==> src/rtl/iomem_dma_pkg.sv <==
// Shared types and constants for the iomem word-copy engine.
package iomem_dma_pkg;

  typedef enum logic [2:0] {
    ST_IDLE,
    ST_RD,
    ST_RGAP,
    ST_WR,
    ST_WGAP,
    ST_FIN
  } dma_state_e;

  localparam logic [3:0] WSTRB_READ = 4'h0;
  localparam logic [3:0] WSTRB_WORD = 4'hF;
  localparam int         WORD_BYTES = 4;

  function automatic logic [31:0] word_align(input logic [31:0] a);
    return {a[31:2], 2'b00};
  endfunction

endpackage

==> src/rtl/iomem_dma_if.sv <==
// picosoc iomem bus bundle; the DMA engine is the master, memory-mapped responders the slave.
// Handshake: a transfer completes on a clock edge where iomem_valid and iomem_ready are both high;
// addr/wstrb/wdata hold steady while iomem_valid is high, and iomem_rdata is only meaningful with iomem_ready.
interface iomem_dma_if;
  logic        iomem_valid;
  logic        iomem_ready;
  logic [3:0]  iomem_wstrb;
  logic [31:0] iomem_addr;
  logic [31:0] iomem_wdata;
  logic [31:0] iomem_rdata;

  modport master (
    output iomem_valid, iomem_wstrb, iomem_addr, iomem_wdata,
    input  iomem_ready, iomem_rdata
  );

  modport slave (
    input  iomem_valid, iomem_wstrb, iomem_addr, iomem_wdata,
    output iomem_ready, iomem_rdata
  );
endinterface

==> src/rtl/iomem_dma_timer.sv <==
// Wait counter for an outstanding bus request; expired_o flags the last tolerated ready-less cycle.
module iomem_dma_timer #(
  parameter int TIMEOUT_CYCLES = 255
) (
  input  logic clk,
  input  logic resetn,
  input  logic clr_i,
  input  logic en_i,
  output logic expired_o
);

  localparam int CW = $clog2(TIMEOUT_CYCLES + 1);

  logic [CW-1:0] cnt_q, cnt_d;

  // cnt_q counts ready-less cycles already completed, so the TIMEOUT_CYCLES-th one is cnt_q == T-1.
  assign expired_o = en_i && (cnt_q == CW'(TIMEOUT_CYCLES - 1));

  always_comb begin
    cnt_d = cnt_q;
    if (clr_i) begin
      cnt_d = '0;
    end else if (en_i && !expired_o) begin
      cnt_d = cnt_q + CW'(1);
    end
  end

  always_ff @(posedge clk or negedge resetn) begin
    if (!resetn) begin
      cnt_q <= '0;
    end else begin
      cnt_q <= cnt_d;
    end
  end

endmodule

==> src/rtl/iomem_dma.sv <==
// Word-copy initiator on the picosoc iomem bus: reads len words from src, writes each to dst.
module iomem_dma
  import iomem_dma_pkg::*;
#(
  parameter int LEN_W          = 16,
  parameter int TIMEOUT_CYCLES = 255
) (
  input  logic              clk,
  input  logic              resetn,
  input  logic              start,
  input  logic [31:0]       src_addr,
  input  logic [31:0]       dst_addr,
  input  logic [LEN_W-1:0]  len,
  output logic              busy,
  output logic              done,
  output logic              error,
  output logic [LEN_W-1:0]  count,
  output dma_state_e        dbg_state,
  iomem_dma_if.master       bus
);

  dma_state_e       state_q, state_d;
  logic [31:0]      src_q, src_d, dst_q, dst_d;
  logic [LEN_W-1:0] len_q, len_d, count_q, count_d;
  logic [31:0]      addr_q, addr_d, wdata_q, wdata_d;
  logic [3:0]       wstrb_q, wstrb_d;
  logic             valid_q, valid_d, busy_q, busy_d;
  logic             done_q, done_d, error_q, error_d;
  logic             in_req, expired;

  assign in_req = (state_q == ST_RD) || (state_q == ST_WR);

  iomem_dma_timer #(.TIMEOUT_CYCLES(TIMEOUT_CYCLES)) u_timer (
    .clk       (clk),
    .resetn    (resetn),
    .clr_i     (!in_req),
    .en_i      (in_req && !bus.iomem_ready),
    .expired_o (expired)
  );

  always_comb begin
    state_d = state_q;
    src_d   = src_q;
    dst_d   = dst_q;
    len_d   = len_q;
    count_d = count_q;
    addr_d  = addr_q;
    wdata_d = wdata_q;
    error_d = 1'b0;

    case (state_q)
      ST_IDLE: begin
        if (start) begin
          count_d = '0;
          if (len != '0) begin
            src_d   = word_align(src_addr);
            dst_d   = word_align(dst_addr);
            len_d   = len;
            state_d = ST_RD;
          end else begin
            state_d = ST_FIN;
          end
        end
      end
      ST_RD: begin
        if (bus.iomem_ready) begin
          wdata_d = bus.iomem_rdata;
          state_d = ST_RGAP;
        end else if (expired) begin
          error_d = 1'b1;
          state_d = ST_FIN;
        end
      end
      ST_RGAP: state_d = ST_WR;
      ST_WR: begin
        if (bus.iomem_ready) begin
          count_d = count_q + LEN_W'(1);
          src_d   = src_q + 32'(WORD_BYTES);
          dst_d   = dst_q + 32'(WORD_BYTES);
          state_d = ST_WGAP;
        end else if (expired) begin
          error_d = 1'b1;
          state_d = ST_FIN;
        end
      end
      ST_WGAP: state_d = (count_q == len_q) ? ST_FIN : ST_RD;
      ST_FIN:  state_d = ST_IDLE;
      default: state_d = ST_IDLE;
    endcase

    // Bus outputs are decoded from the next state so they appear registered in the request cycle.
    valid_d = (state_d == ST_RD) || (state_d == ST_WR);
    wstrb_d = (state_d == ST_WR) ? WSTRB_WORD : WSTRB_READ;
    if (state_d == ST_RD) begin
      addr_d = src_d;
    end else if (state_d == ST_WR) begin
      addr_d = dst_d;
    end
    busy_d = (state_d == ST_RD) || (state_d == ST_RGAP) ||
             (state_d == ST_WR) || (state_d == ST_WGAP);
    done_d = (state_d == ST_FIN);
  end

  always_ff @(posedge clk or negedge resetn) begin
    if (!resetn) begin
      state_q <= ST_IDLE;
      src_q   <= '0;
      dst_q   <= '0;
      len_q   <= '0;
      count_q <= '0;
      addr_q  <= '0;
      wdata_q <= '0;
      wstrb_q <= WSTRB_READ;
      valid_q <= 1'b0;
      busy_q  <= 1'b0;
      done_q  <= 1'b0;
      error_q <= 1'b0;
    end else begin
      state_q <= state_d;
      src_q   <= src_d;
      dst_q   <= dst_d;
      len_q   <= len_d;
      count_q <= count_d;
      addr_q  <= addr_d;
      wdata_q <= wdata_d;
      wstrb_q <= wstrb_d;
      valid_q <= valid_d;
      busy_q  <= busy_d;
      done_q  <= done_d;
      error_q <= error_d;
    end
  end

  assign busy            = busy_q;
  assign done            = done_q;
  assign error           = error_q;
  assign count           = count_q;
  assign dbg_state       = state_q;
  assign bus.iomem_valid = valid_q;
  assign bus.iomem_wstrb = wstrb_q;
  assign bus.iomem_addr  = addr_q;
  assign bus.iomem_wdata = wdata_q;

endmodule

==> src/flat_wrapper.sv <==
// flat-port wrapper written by rule: the top's interface ports become plain ports
module iomem_dma_flat import iomem_dma_pkg::*;
#(
  parameter int LEN_W          = 16,
  parameter int TIMEOUT_CYCLES = 255
)
  (clk, resetn, start, src_addr, dst_addr, len, busy, done, error, count, dbg_state, bus_iomem_valid, bus_iomem_wstrb, bus_iomem_addr, bus_iomem_wdata, bus_iomem_ready, bus_iomem_rdata);
  iomem_dma_if bus_i ();
  input  logic clk;
  input  logic resetn;
  input  logic start;
  input  logic [31:0] src_addr;
  input  logic [31:0] dst_addr;
  input  logic [LEN_W-1:0] len;
  output logic busy;
  output logic done;
  output logic error;
  output logic [LEN_W-1:0] count;
  output dma_state_e dbg_state;
  output wire logic [$bits(bus_i.iomem_valid)-1:0] bus_iomem_valid;
  output wire logic [$bits(bus_i.iomem_wstrb)-1:0] bus_iomem_wstrb;
  output wire logic [$bits(bus_i.iomem_addr)-1:0] bus_iomem_addr;
  output wire logic [$bits(bus_i.iomem_wdata)-1:0] bus_iomem_wdata;
  input wire logic [$bits(bus_i.iomem_ready)-1:0] bus_iomem_ready;
  input wire logic [$bits(bus_i.iomem_rdata)-1:0] bus_iomem_rdata;
  assign bus_iomem_valid = bus_i.iomem_valid;
  assign bus_iomem_wstrb = bus_i.iomem_wstrb;
  assign bus_iomem_addr = bus_i.iomem_addr;
  assign bus_iomem_wdata = bus_i.iomem_wdata;
  assign bus_i.iomem_ready = bus_iomem_ready;
  assign bus_i.iomem_rdata = bus_iomem_rdata;
  iomem_dma #(.LEN_W(LEN_W), .TIMEOUT_CYCLES(TIMEOUT_CYCLES)) u_core (.clk(clk), .resetn(resetn), .start(start), .src_addr(src_addr), .dst_addr(dst_addr), .len(len), .busy(busy), .done(done), .error(error), .count(count), .dbg_state(dbg_state), .bus(bus_i));
endmodule
==> config.mk <==
export PLATFORM = sky130hd
export DESIGN_NAME = iomem_dma_flat
export DESIGN_NICKNAME = d
export VERILOG_FILES = /design/src/rtl/iomem_dma_pkg.sv /design/src/rtl/iomem_dma_if.sv /design/src/rtl/iomem_dma_timer.sv /design/src/rtl/iomem_dma.sv /design/src/flat_wrapper.sv
export SDC_FILE = /design/constraint.sdc
export NUM_CORES = 1
export LEC_CHECK = 0
export CAP_MARGIN = 30
export CORE_MARGIN = 5
export CORE_UTILIZATION = 56
export CTS_BUF_LIST = sky130_fd_sc_hd__clkbuf_4 sky130_fd_sc_hd__clkbuf_8
export DETAILED_ROUTE_END_ITERATION = 7
export PLACE_DENSITY = 0.88
export SETUP_SLACK_MARGIN = 0.05
export SYNTH_ARGS = -nofsm -noshare
export SYNTH_HDL_FRONTEND = slang
export SYNTH_HIERARCHICAL = 1
export SYNTH_SLANG_ARGS = --single-unit
export TNS_END_PERCENT = 100
==> constraint.sdc <==
create_clock -name clk -period 4.2 [get_ports clk]
set_clock_uncertainty 0.15 [all_clocks]
set_input_delay 0.84 -clock clk [delete_from_list [all_inputs] [get_ports clk]]
set_output_delay 0.84 -clock clk [all_outputs]
set_load 0.005 [all_outputs]
Word level (Yosys, flattened, before mapping)
Index checks and enable logic that the tools add are counted.

word-level totals
  output and inout port bits = 91
  word-level logic and storage cells = 75
  flip-flop bits (word level) = 179

cells by class
  reductions and logical operators = 18
  equal/unequal tests = 14
  $add $sub $neg = 4
  multiplexer cells = 26

operators by type and width
  operator                                                         count
  32-bit 2-to-1 mux                                                8
  32-bit case mux with 2 select lines                              2
  32-bit by 3-bit adder with 32-bit output, second input constant  2
  16-bit 2-to-1 mux                                                2
  16-bit case mux with 2 select lines                              1
  3-bit 2-to-1 mux                                                 6
  16-bit by 1-bit adder with 16-bit output, second input constant  1
  16-bit == test                                                   1
  8-bit 2-to-1 mux                                                 2
  16-bit nonzero test                                              1
  3-bit case mux with 5 select lines                               1
  3-bit by 2-bit == test with 1-bit output, second input constant  4
  3-bit == test, second input constant                             3
  8-bit by 1-bit adder with 8-bit output, second input constant    1
  8-bit == test, second input constant                             1
  3-bit by 1-bit == test with 1-bit output, second input constant  2
  2-bit != test, second input constant                             3
  3-bit AND reduction                                              2
  1-bit logical OR                                                 5
  4-bit 2-to-1 mux                                                 1
  2-bit nonzero test                                               2
  1-bit logical AND                                                3
  3-bit logical NOT                                                1
  1-bit 2-to-1 mux                                                 3
  other kinds (3)                                                  4

Logic depth before layout (Yosys ltp)
Gate-level depths: netlist of run 1.

  depth in word-level cells = 11
  mapped depth = 12
  mapped depth without buffers = 11

By module
The synthesis of run 1 kept the hierarchy.

by module, submodules not included
  module           cells each  area an instance (µm²)  instances
  iomem_dma        885         8612.0                  1
  iomem_dma_timer  48          506.7                   1

Worst setup path after synthesis of run 1
No wires, ideal clock.

  kind = in2reg
  from = in bus_iomem_ready
  to = reg u_core.addr_q[28], in the netlist u_core/bus.iomem_addr[28]
  arrival = 2686 ps
  stages on the path = 12
  slack = 1243 ps
  cell sequence = buf_6 > buf_2 > nor2_1 > and3_2 > o21ai_0 > nand2_1 > a21o_1 > inv_1 > buf_2 > buf_1 > a21oi_1 > a22o_1

between the ends
  word-level cells in the longest chain between the ends = 8
  elaborated cells on any way between the ends = 16
  those cells by class = eq/ne (2); mux (10); reduce/logical (4)

ends and longest elaborated chain
  element                                                                                                      line                              text
  start: declaration                                                                                           flat_wrapper.sv:24                input wire logic [$bits(bus_i.iomem_ready)-1:0] bus_iomem_ready;
  1-bit logical NOT (*)                                                                                        iomem_dma.sv:37                   .en_i (in_req && !bus.iomem_ready),
  1-bit logical AND (*)                                                                                        iomem_dma.sv:37
  1-bit logical AND (*)                                                                                        iomem_dma_timer.sv:17             assign expired_o = en_i && (cnt_q == CW'(TIMEOUT_CYCLES - 1));
  named net u_core.expired                                                                                     iomem_dma.sv:29                   logic in_req, expired;
  3-bit 2-to-1 mux (*)                                                                                         iomem_dma.sv:69, iomem_dma.sv:81
  3-bit 2-to-1 mux (on tied branches)                                                                          iomem_dma.sv:76, iomem_dma.sv:66
  3-bit case mux with 5 select lines (*)                                                                       iomem_dma.sv:51                   case (state_q)
  3-bit by 1-bit == test with 1-bit output / 3-bit by 2-bit == test with 1-bit output (equally long branches)  iomem_dma.sv:94, iomem_dma.sv:96
  32-bit 2-to-1 mux / 2-bit nonzero test (equally long branches)                                               -
  end signal: assignment                                                                                       iomem_dma.sv:124                  addr_q <= addr_d;
  end: declaration                                                                                             iomem_dma.sv:25                   logic [31:0] addr_q, addr_d, wdata_q, wdata_d;

Mark *: on every way through the listed nets, which the timed path passes. The rest lies on a longest branch. The select of a mux whose other input is x is not followed.
A chain may end at the register's enable or synchronous reset.

Final worst setup path of run 1
  from = reg u_core.state_q[2], in the netlist u_core/dbg_state[2]
  to = reg u_core.addr_q[12], in the netlist u_core/bus.iomem_addr[12]

between the ends
  word-level cells in the longest chain between the ends = 9
  elaborated cells on any way between the ends = 20
  those cells by class = eq/ne (6); mux (9); reduce/logical (5)

ends and longest elaborated chain
  element                                                                                                      line                              text
  start: declaration                                                                                           iomem_dma.sv:22                   dma_state_e state_q, state_d;
  start signal: assignment                                                                                     iomem_dma.sv:119                  state_q <= state_d;
  3-bit by 1-bit == test with 1-bit output / 3-bit by 2-bit == test with 1-bit output (equally long branches)  iomem_dma.sv:31                   assign in_req = (state_q == ST_RD) || (state_q == ST_WR);
  1-bit logical OR (*)                                                                                         iomem_dma.sv:31
  1-bit logical AND (*)                                                                                        iomem_dma.sv:37
  1-bit logical AND (*)                                                                                        iomem_dma_timer.sv:17
  named net u_core.expired                                                                                     iomem_dma.sv:29
  3-bit 2-to-1 mux (*)                                                                                         iomem_dma.sv:69, iomem_dma.sv:81
  3-bit 2-to-1 mux (on tied branches)                                                                          iomem_dma.sv:76, iomem_dma.sv:66
  3-bit case mux with 5 select lines (*)                                                                       iomem_dma.sv:51
  3-bit by 1-bit == test with 1-bit output / 3-bit by 2-bit == test with 1-bit output (equally long branches)  iomem_dma.sv:94, iomem_dma.sv:96
  32-bit 2-to-1 mux / 2-bit nonzero test (equally long branches)                                               -

Marked as above.

==> results of run 1 <==
-- power by group --
group | switching (mW) | internal (mW)
Sequential | 0.742 | 2.38
Combinational | 1.76 | 1.78
Clock | 0.637 | 0.649
Total | 3.14 | 4.81
-- state kept, by name (all words and copies together) (netlist names) --
name / count
u_core/len_q: 16
u_core/error: 1
u_core/count: 16
u_core/dst_q: 32
u_core/bus.iomem_wstrb: 1
u_core/bus.iomem_valid: 1
u_core/src_q: 32
u_core/u_timer/cnt_q: 8
u_core/dbg_state: 3
u_core/busy: 1
u_core/bus.iomem_addr: 32
u_core/bus.iomem_wdata: 32
u_core/done: 1
-- routing by layer --
layer	GRT usage, %	wire (um)	up-vias
li1	-	-	3830
met1	40.3	10600	4117
met2	46.8	13200	595
met3	9.39	3420	93
met4	10.9	982	2
met5	0	15	-
-- worst paths after layout --
path	start	to	slack (ps)	cells after the start
min in group clk	u_core/bus.iomem_addr[11]$_DFFE_PN0P_	u_core/bus.iomem_addr[11]$_DFFE_PN0P_	340	2
max in group asynchronous	resetn	u_core/bus.iomem_addr[21]$_DFFE_PN0P_	2860	2
worst max-delay path	u_core/dbg_state[2]$_DFF_PN0_	u_core/bus.iomem_addr[12]$_DFFE_PN0P_	830	11
worst min-delay path	resetn	u_core/len_q[6]$_DFFE_PN0P_	150	1
worst max register to register	u_core/dbg_state[2]$_DFF_PN0_	u_core/bus.iomem_addr[12]$_DFFE_PN0P_	830	11
worst min register to register	u_core/bus.iomem_addr[11]$_DFFE_PN0P_	u_core/bus.iomem_addr[11]$_DFFE_PN0P_	340	2
-- kinds of logic after synthesis --
family / Yosys count / synth area share, %
buf+inv: 74 / 3.92
compound gates: 193 / 15.3
xor+xnor: 29 / 2.79
simple gates: 399 / 22.1
mux: 57 / 6.90
flops: 176 / 48.3
fa+ha+maj: 5 / 0.686
-- layout make-up --
cell class | count | area [sq um]
tap | 216 | 270
sequential | 176 | 4400
inverter | 17 | 63.8
timing repair buffer | 230 | 2260
multi-input combinational | 683 | 4390
clock inverter | 11 | 153
fill | 1157 | 4120
clock buffer | 21 | 283
-- cell usage in the layout (no fill, tap or decap), types with 6 or more instances in the layout --
| cell | n |
|---|---|
| nand3_1 | 51 |
| nor4_1 | 17 |
| and4_1 | 9 |
| and3_1 | 20 |
| nand4_1 | 41 |
| nor2_1 | 50 |
| or3_1 | 7 |
| inv_1 | 16 |
| and2_1 | 12 |
| buf_4 | 26 |
| o21ai_0 | 40 |
| o211ai_1 | 26 |
| o311ai_0 | 6 |
| o31ai_1 | 8 |
| xnor2_1 | 17 |
| a211o_1 | 8 |
| mux2i_1 | 16 |
| xor2_1 | 12 |
| nor3_1 | 18 |
| a221o_1 | 9 |
| clkdlybuf4s50_1 | 201 |
| clkbuf_8 | 20 |
| a21o_1 | 14 |
| mux2_2 | 39 |
| dfrtp_1 | 176 |
| nand2_1 | 142 |
| a21oi_1 | 27 |
==> summary.txt, run 1 <==
Status
  • Status: complete, no violations

Synth
  • Synth top area share: 48.3%
  • Most frequent cells after synthesis: 176 x dfrtp_1, 142 x nand2_1, 51 x nand3_1, 51 x nor2_1, 41 x nand4_1
  • Syn Nets: 1054
  • Synth area leader: dfrtp_1
  • Synthesized area per cell: 9.77 sq um
  • Post-synth top flop: dfrtp_1
  • Sequential element share of the synthesized area: 48.3%
  • Async S/R FF share, synth: 100%
  • Post-synth cell types: 77
  • Gate Count Post-Synth: 933
  • Cell Area, Synth: 0.00912 sq mm
  • Post-synthesis register bit count: 176
  • Count leader, synth: dfrtp_1
  • Number of warnings issued by yosys: 6
  • Post-synth EDFFs: 0
  • Largest cells by area after synthesis: dfrtp_1 48%, nand2_1 5.8%, mux2_2 4.8%

Clock network
  • Setup bufs post-CTS: 0
  • CTS tree: yes
  • Clock Latency Late Sink: 470 ps
  • Clock Sinks: 176
  • Htree depth: 4
  • Post-CTS sizing: 0
  • CTS Buf Count: 17
  • CTS clk-pin slew, worst paths: 100 ps
  • CTS root buffer: clkbuf_8
  • Longest Clk Path Bufs: 2
  • Count of hold buffers inserted by post-cts repair: 0

Timing
  • Crit path time final: 3370 ps
  • Measured slew at the worst slew-check pin: 824 ps
  • Final hold violations: 0
  • WHS: 146 ps
  • Final Worst Setup Slack: 835 ps
  • Final setup violation count: 0
  • Final period utilization: 80.1%
  • Slew headroom: 45.1%
  • Max-slew violations: 0
  • Setup TNS: 0 ps
  • F_max: 0.297 GHz
  • Unrepaired setup endpoints after global routing: no

Cells and area
  • N_diodes: 0
  • Layout cell share with drive strength beyond 1: 11.1%
  • Fin nets: 1246
  • Fin cells: 1354
  • Area Growth Syn to Fin: 29.6%
  • Fin area: 0.0118 sq mm
  • Final Util: 74.1%

Placed design
  • Port bufs: 202
  • RD Place Congestion: 0.943
  • Cell count after placement: 1322
  • Detail Placement HPWL: 20600 um
  • DP Worst Slack: 613 ps
  • Post-DP Area: 0.0114 sq mm

Global routing
  • Total GRT Usage: 30.2%
  • Largest net degree at the start of global routing: 58
  • Wire length of the first global-routing pass: 44400 um
  • Grt total ovfl: 0
  • Vias in the first global route: 8410
  • Initial antenna violation count: 1

Setup path
  • Worst setup EP type: flip-flop
  • CP top delay family: compound AO/OA/AOI/OAI gates
  • Critical Path Start Type: flip-flop
  • Worst path bufs/invs: 2
  • Crit Path Max Fanout: 15
  • CP Cell Sequence: nand2b_1 -> nor2_1 -> buf_4 -> and3_2 -> o21ai_0 -> nand2_1 -> a21o_1 -> inv_1 -> o311ai_0 -> o21ai_0 -> o21ai_0
  • Crit path top cell by count: o21ai_0
  • Slowest cell on the critical path: dfrtp_1
  • Critical path arrival: 3550 ps
  • Delay of the slowest critical-path stage: 620 ps
  • Worst Setup Path Type: flip-flop to flip-flop
  • CP required: 4390 ps

Die
  • Row count: 46
  • Core box area: 0.0159 sq mm
  • Initial Util: 57.2%
  • Die Wd: 138 um
  • Num ports: 207
  • Die Area: 0.0189 sq mm
  • Die Y: 138 um

Power and ir drop
  • Power Density: 672 mW/mm^2
  • Leakage power total: 5.02 nW
  • Final Power: 7.95 mW
  • Worst vdd ir: 0.000412 V

Hold path
  • Worst Hold Class: primary input to asynchronous set/reset pin

Drt
  • Vias per cell: 6.38
  • Initial DRC Count: 981
  • DRC viols: 0
  • Total Wirelength: 28300 um
  • DRT antenna net count: 0
  • Drt pass-1 iters: 6
  • Routed wire per std cell: 20.9 um
  • Via count: 8637

Flow run
  • Max capacitance violation total: 0
(Power assumes the default switching activity.)
==> run 2, diff against run 1 <==
--- a/config.mk
+++ b/config.mk
@@ -7,10 +7,10 @@
 export LEC_CHECK = 0
 export CAP_MARGIN = 30
 export CORE_MARGIN = 5
-export CORE_UTILIZATION = 56
+export CORE_UTILIZATION = 47
 export CTS_BUF_LIST = sky130_fd_sc_hd__clkbuf_4 sky130_fd_sc_hd__clkbuf_8
 export DETAILED_ROUTE_END_ITERATION = 7
-export PLACE_DENSITY = 0.88
+export PLACE_DENSITY = 0.78
 export SETUP_SLACK_MARGIN = 0.05
 export SYNTH_ARGS = -nofsm -noshare
 export SYNTH_HDL_FRONTEND = slang
==> constraint.sdc (replaced) <==
create_clock -name clk -period 2.7 [get_ports clk]
set_clock_uncertainty 0.15 [all_clocks]
set_input_delay 0.54 -clock clk [delete_from_list [all_inputs] [get_ports clk]]
set_output_delay 0.54 -clock clk [all_outputs]
set_load 0.005 [all_outputs]
==> run 2 against run 1 <==
Compared with the run above: non-clock buffer count rose by 117; largest cell class is now multi-input gates; total power rose by 62%; hold slack improved by 190 ps; largest power group unchanged; highest routed layer unchanged.
==> summary.txt, run 2 (same netlist as run 1, synthesis figures left out) <==
Cells and area
  • Commonest non-fill, non-tap cell in the layout: clkdlybuf4s50_1
  • Fill count: 1577 (+36%)
  • Fin nets: 1363 (+9.4%)
  • Layout cell share with drive strength beyond 1: 19.9% (+8.8 points)
  • Fin cells: 1522 (+12%)
  • Most frequent cells in the layout: 200 x clkdlybuf4s50_1, 176 x dfrtp_1, 142 x nand2_1
  • Fin area: 0.0128 sq mm (+8.5%)
  • Final Util: 66.6% (-7.6 points)
  • Area Growth Syn to Fin: 40.7%

Global routing
  • Grt total ovfl: 0 (unchanged)
  • Met1 Usage GRT: 35.8% (-4.6 points)
  • Vias in the first global route: 8538 (+1.5%)
  • Initial antenna violation count: 3 (+2)
  • GR Util met3: 7.35% (-2.0 points)
  • Wire length of the first global-routing pass: 45400 um (+2.4%)
  • Grt met2 use: 39.9% (-6.9 points)
  • Largest net degree at the start of global routing: 66 (+14%)
  • Gr busiest metal: met2
  • Total GRT Usage: 26.0% (-4.3 points)

Timing
  • Final Worst Setup Slack: 136 ps (-699 ps)
  • Measured slew at the worst slew-check pin: 630 ps (-194 ps)
  • Final period utilization: 95.0%
  • F_max: 0.390 GHz
  • Final setup violation count: 0 (unchanged)
  • Slew headroom: 57.4% (+12 points)
  • Crit path time final: 2560 ps
  • Final hold violations: 0 (unchanged)
  • Max-slew violations: 0 (unchanged)
  • Unrepaired setup endpoints after global routing: no

Die
  • Die Wd: 149 um (+8.5%)
  • Die Y: 149 um (+8.5%)
  • Core box area: 0.0193 sq mm (+21%)
  • Row count: 51 (+11%)
  • Num ports: 207 (unchanged)
  • Initial Util: 47.3% (-9.9 points)
  • Die Area: 0.0223 sq mm (+18%)

Placed design
  • Detail Placement HPWL: 21800 um (+5.9%)
  • Post-DP Area: 0.0123 sq mm (+8.2%)
  • Cell count after placement: 1478 (+12%)
  • Port bufs: 202 (unchanged)
  • DP Worst Slack: -387 ps (-1000 ps)
  • RD Place Congestion: 0.958 (+1.5%)

Drt
  • Vias per cell: 5.82 (-8.8%)
  • Initial DRC Count: 1006 (+2.5%)
  • Routed wire per std cell: 19.1 um (-8.6%)
  • DRT antenna net count: 0 (unchanged)
  • Drt pass-1 iters: 6 (unchanged)
  • DRC viols: 0 (unchanged)
  • Total Wirelength: 29100 um (+2.7%)
  • Via count: 8853 (+2.5%)

Clock network
  • CTS Buf Count: 17 (unchanged)
  • CTS clk-pin slew, worst paths: 90 ps (about the same)
  • Longest Clk Path Bufs: 2 (unchanged)
  • Clock Latency Late Sink: 470 ps (about the same)
  • Htree depth: 4 (unchanged)
  • CTS root buffer: clkbuf_8
  • CTS tree: yes
  • Clock Sinks: 176 (unchanged)

Setup path
  • Critical Path Start Type: primary input
  • Worst setup EP type: flip-flop
  • Critical path arrival: 2760 ps (-790 ps)
  • CP required: 2900 ps (-1490 ps)
  • Reg2Reg Depth: 8 (-3)
  • Worst Setup Path Type: primary input to flip-flop
  • Crit Path Max Fanout: 10 (-5)

Power and ir drop
  • Worst vdd ir: 0.000598 V (+45%)
  • Power Density: 1000 mW/mm^2 (+49%)
  • Leakage power total: 5.60 nW (+12%)
  • Final Power: 12.9 mW (+62%)

Status
  • Status: complete, no violations

Hold path
  • Min-Delay Path Depth: 2
  • Worst Hold Class: flip-flop to flip-flop

Flow run
  • Max capacitance violation total: 0 (unchanged)
==> run 2: cell types whose count changed in the layout (fill, tap and decap cells not counted), moves of 3 or more <==
cell | before | now
buf_4 | 26 | 132
buf_12 | 2 | 8
inv_6 | 3 | 7
bufinv_16 | 3 | 0
clkbuf_8 | 20 | 17
buf_6 | 1 | 4
inv_8 | 0 | 3
==> run 2: timing repair <==
item / 4_1_cts / 5_1_grt
setup buffers: 0 / 9
pin swaps: 1 / 4
hold buffers: 1 / 0
setup endpoints to repair: 9 / 32
endpoints found under the hold margin: 50 / 0
resized for setup: 2 / 11
==> run 2: path summary, 6_finish.rpt <==
check                                                      start                                     to  slack, ps
setup / recovery                                          len[8]   u_core/bus.iomem_addr[2]$_DFFE_PN0P_        140
hold / removal             u_core/bus.iomem_addr[16]$_DFFE_PN0P_  u_core/bus.iomem_addr[16]$_DFFE_PN0P_        330
setup reg to reg                   u_core/dbg_state[0]$_DFF_PN0_  u_core/bus.iomem_addr[15]$_DFFE_PN0P_        170
hold reg to reg            u_core/bus.iomem_addr[16]$_DFFE_PN0P_  u_core/bus.iomem_addr[16]$_DFFE_PN0P_        330
max in group asynchronous                                 resetn           u_core/len_q[14]$_DFFE_PN0P_       1230
min in group asynchronous                                 resetn              u_core/dst_q[0]$_DFF_PN0_        420
==> run 2: metrics by stage <==
step / hold slack, ps / TNS (ps)
finish: 332 / 0
global route: 362 / 0
CTS: 342 / 0
detailed placement: 319 / -14780
global placement: 310 / -12580
floorplan: 94.4 / 0
==> run 2: area by class of cell <==
| class | count | area, sq um | area share [%] |
|---|---|---|---|
| diodes | 2 | 5.00 | 0.0390 |
| clock buffers | 17 | 234 | 1.82 |
| clock inverters | 15 | 141 | 1.10 |
| inverters | 17 | 63.8 | 0.498 |
| multi-input cells | 683 | 4420 | 34.4 |
| flip-flops and latches | 176 | 4400 | 34.3 |
| well taps | 265 | 332 | 2.59 |
| repair buffers | 347 | 3230 | 25.2 |
==> run 2: worst max-delay path: stages <==
cell             delay [ps]
clkdlybuf4s50_1         430
nor4_1                  370
and4_2                  400
nor2_4                  110
a221o_1                 380
mux2_2                  270
mux2_2                  260
==> run 2: report_power, final <==
part	internal [mW]	switching [mW]	total, mW	leakage [nW]
Combinational	3.39	3.01	6.39	3.18
Sequential	3.71	1.00	4.71	2.22
Clock	0.684	1.09	1.78	0.191
Total	7.78	5.10	12.9	5.60
==> run 2: metal layers <==
layer	routed length, um	vias to the layer above
met4	764	2
met1	12200	4304
met5	13	-
met3	2720	64
li1	-	4071
met2	13300	412
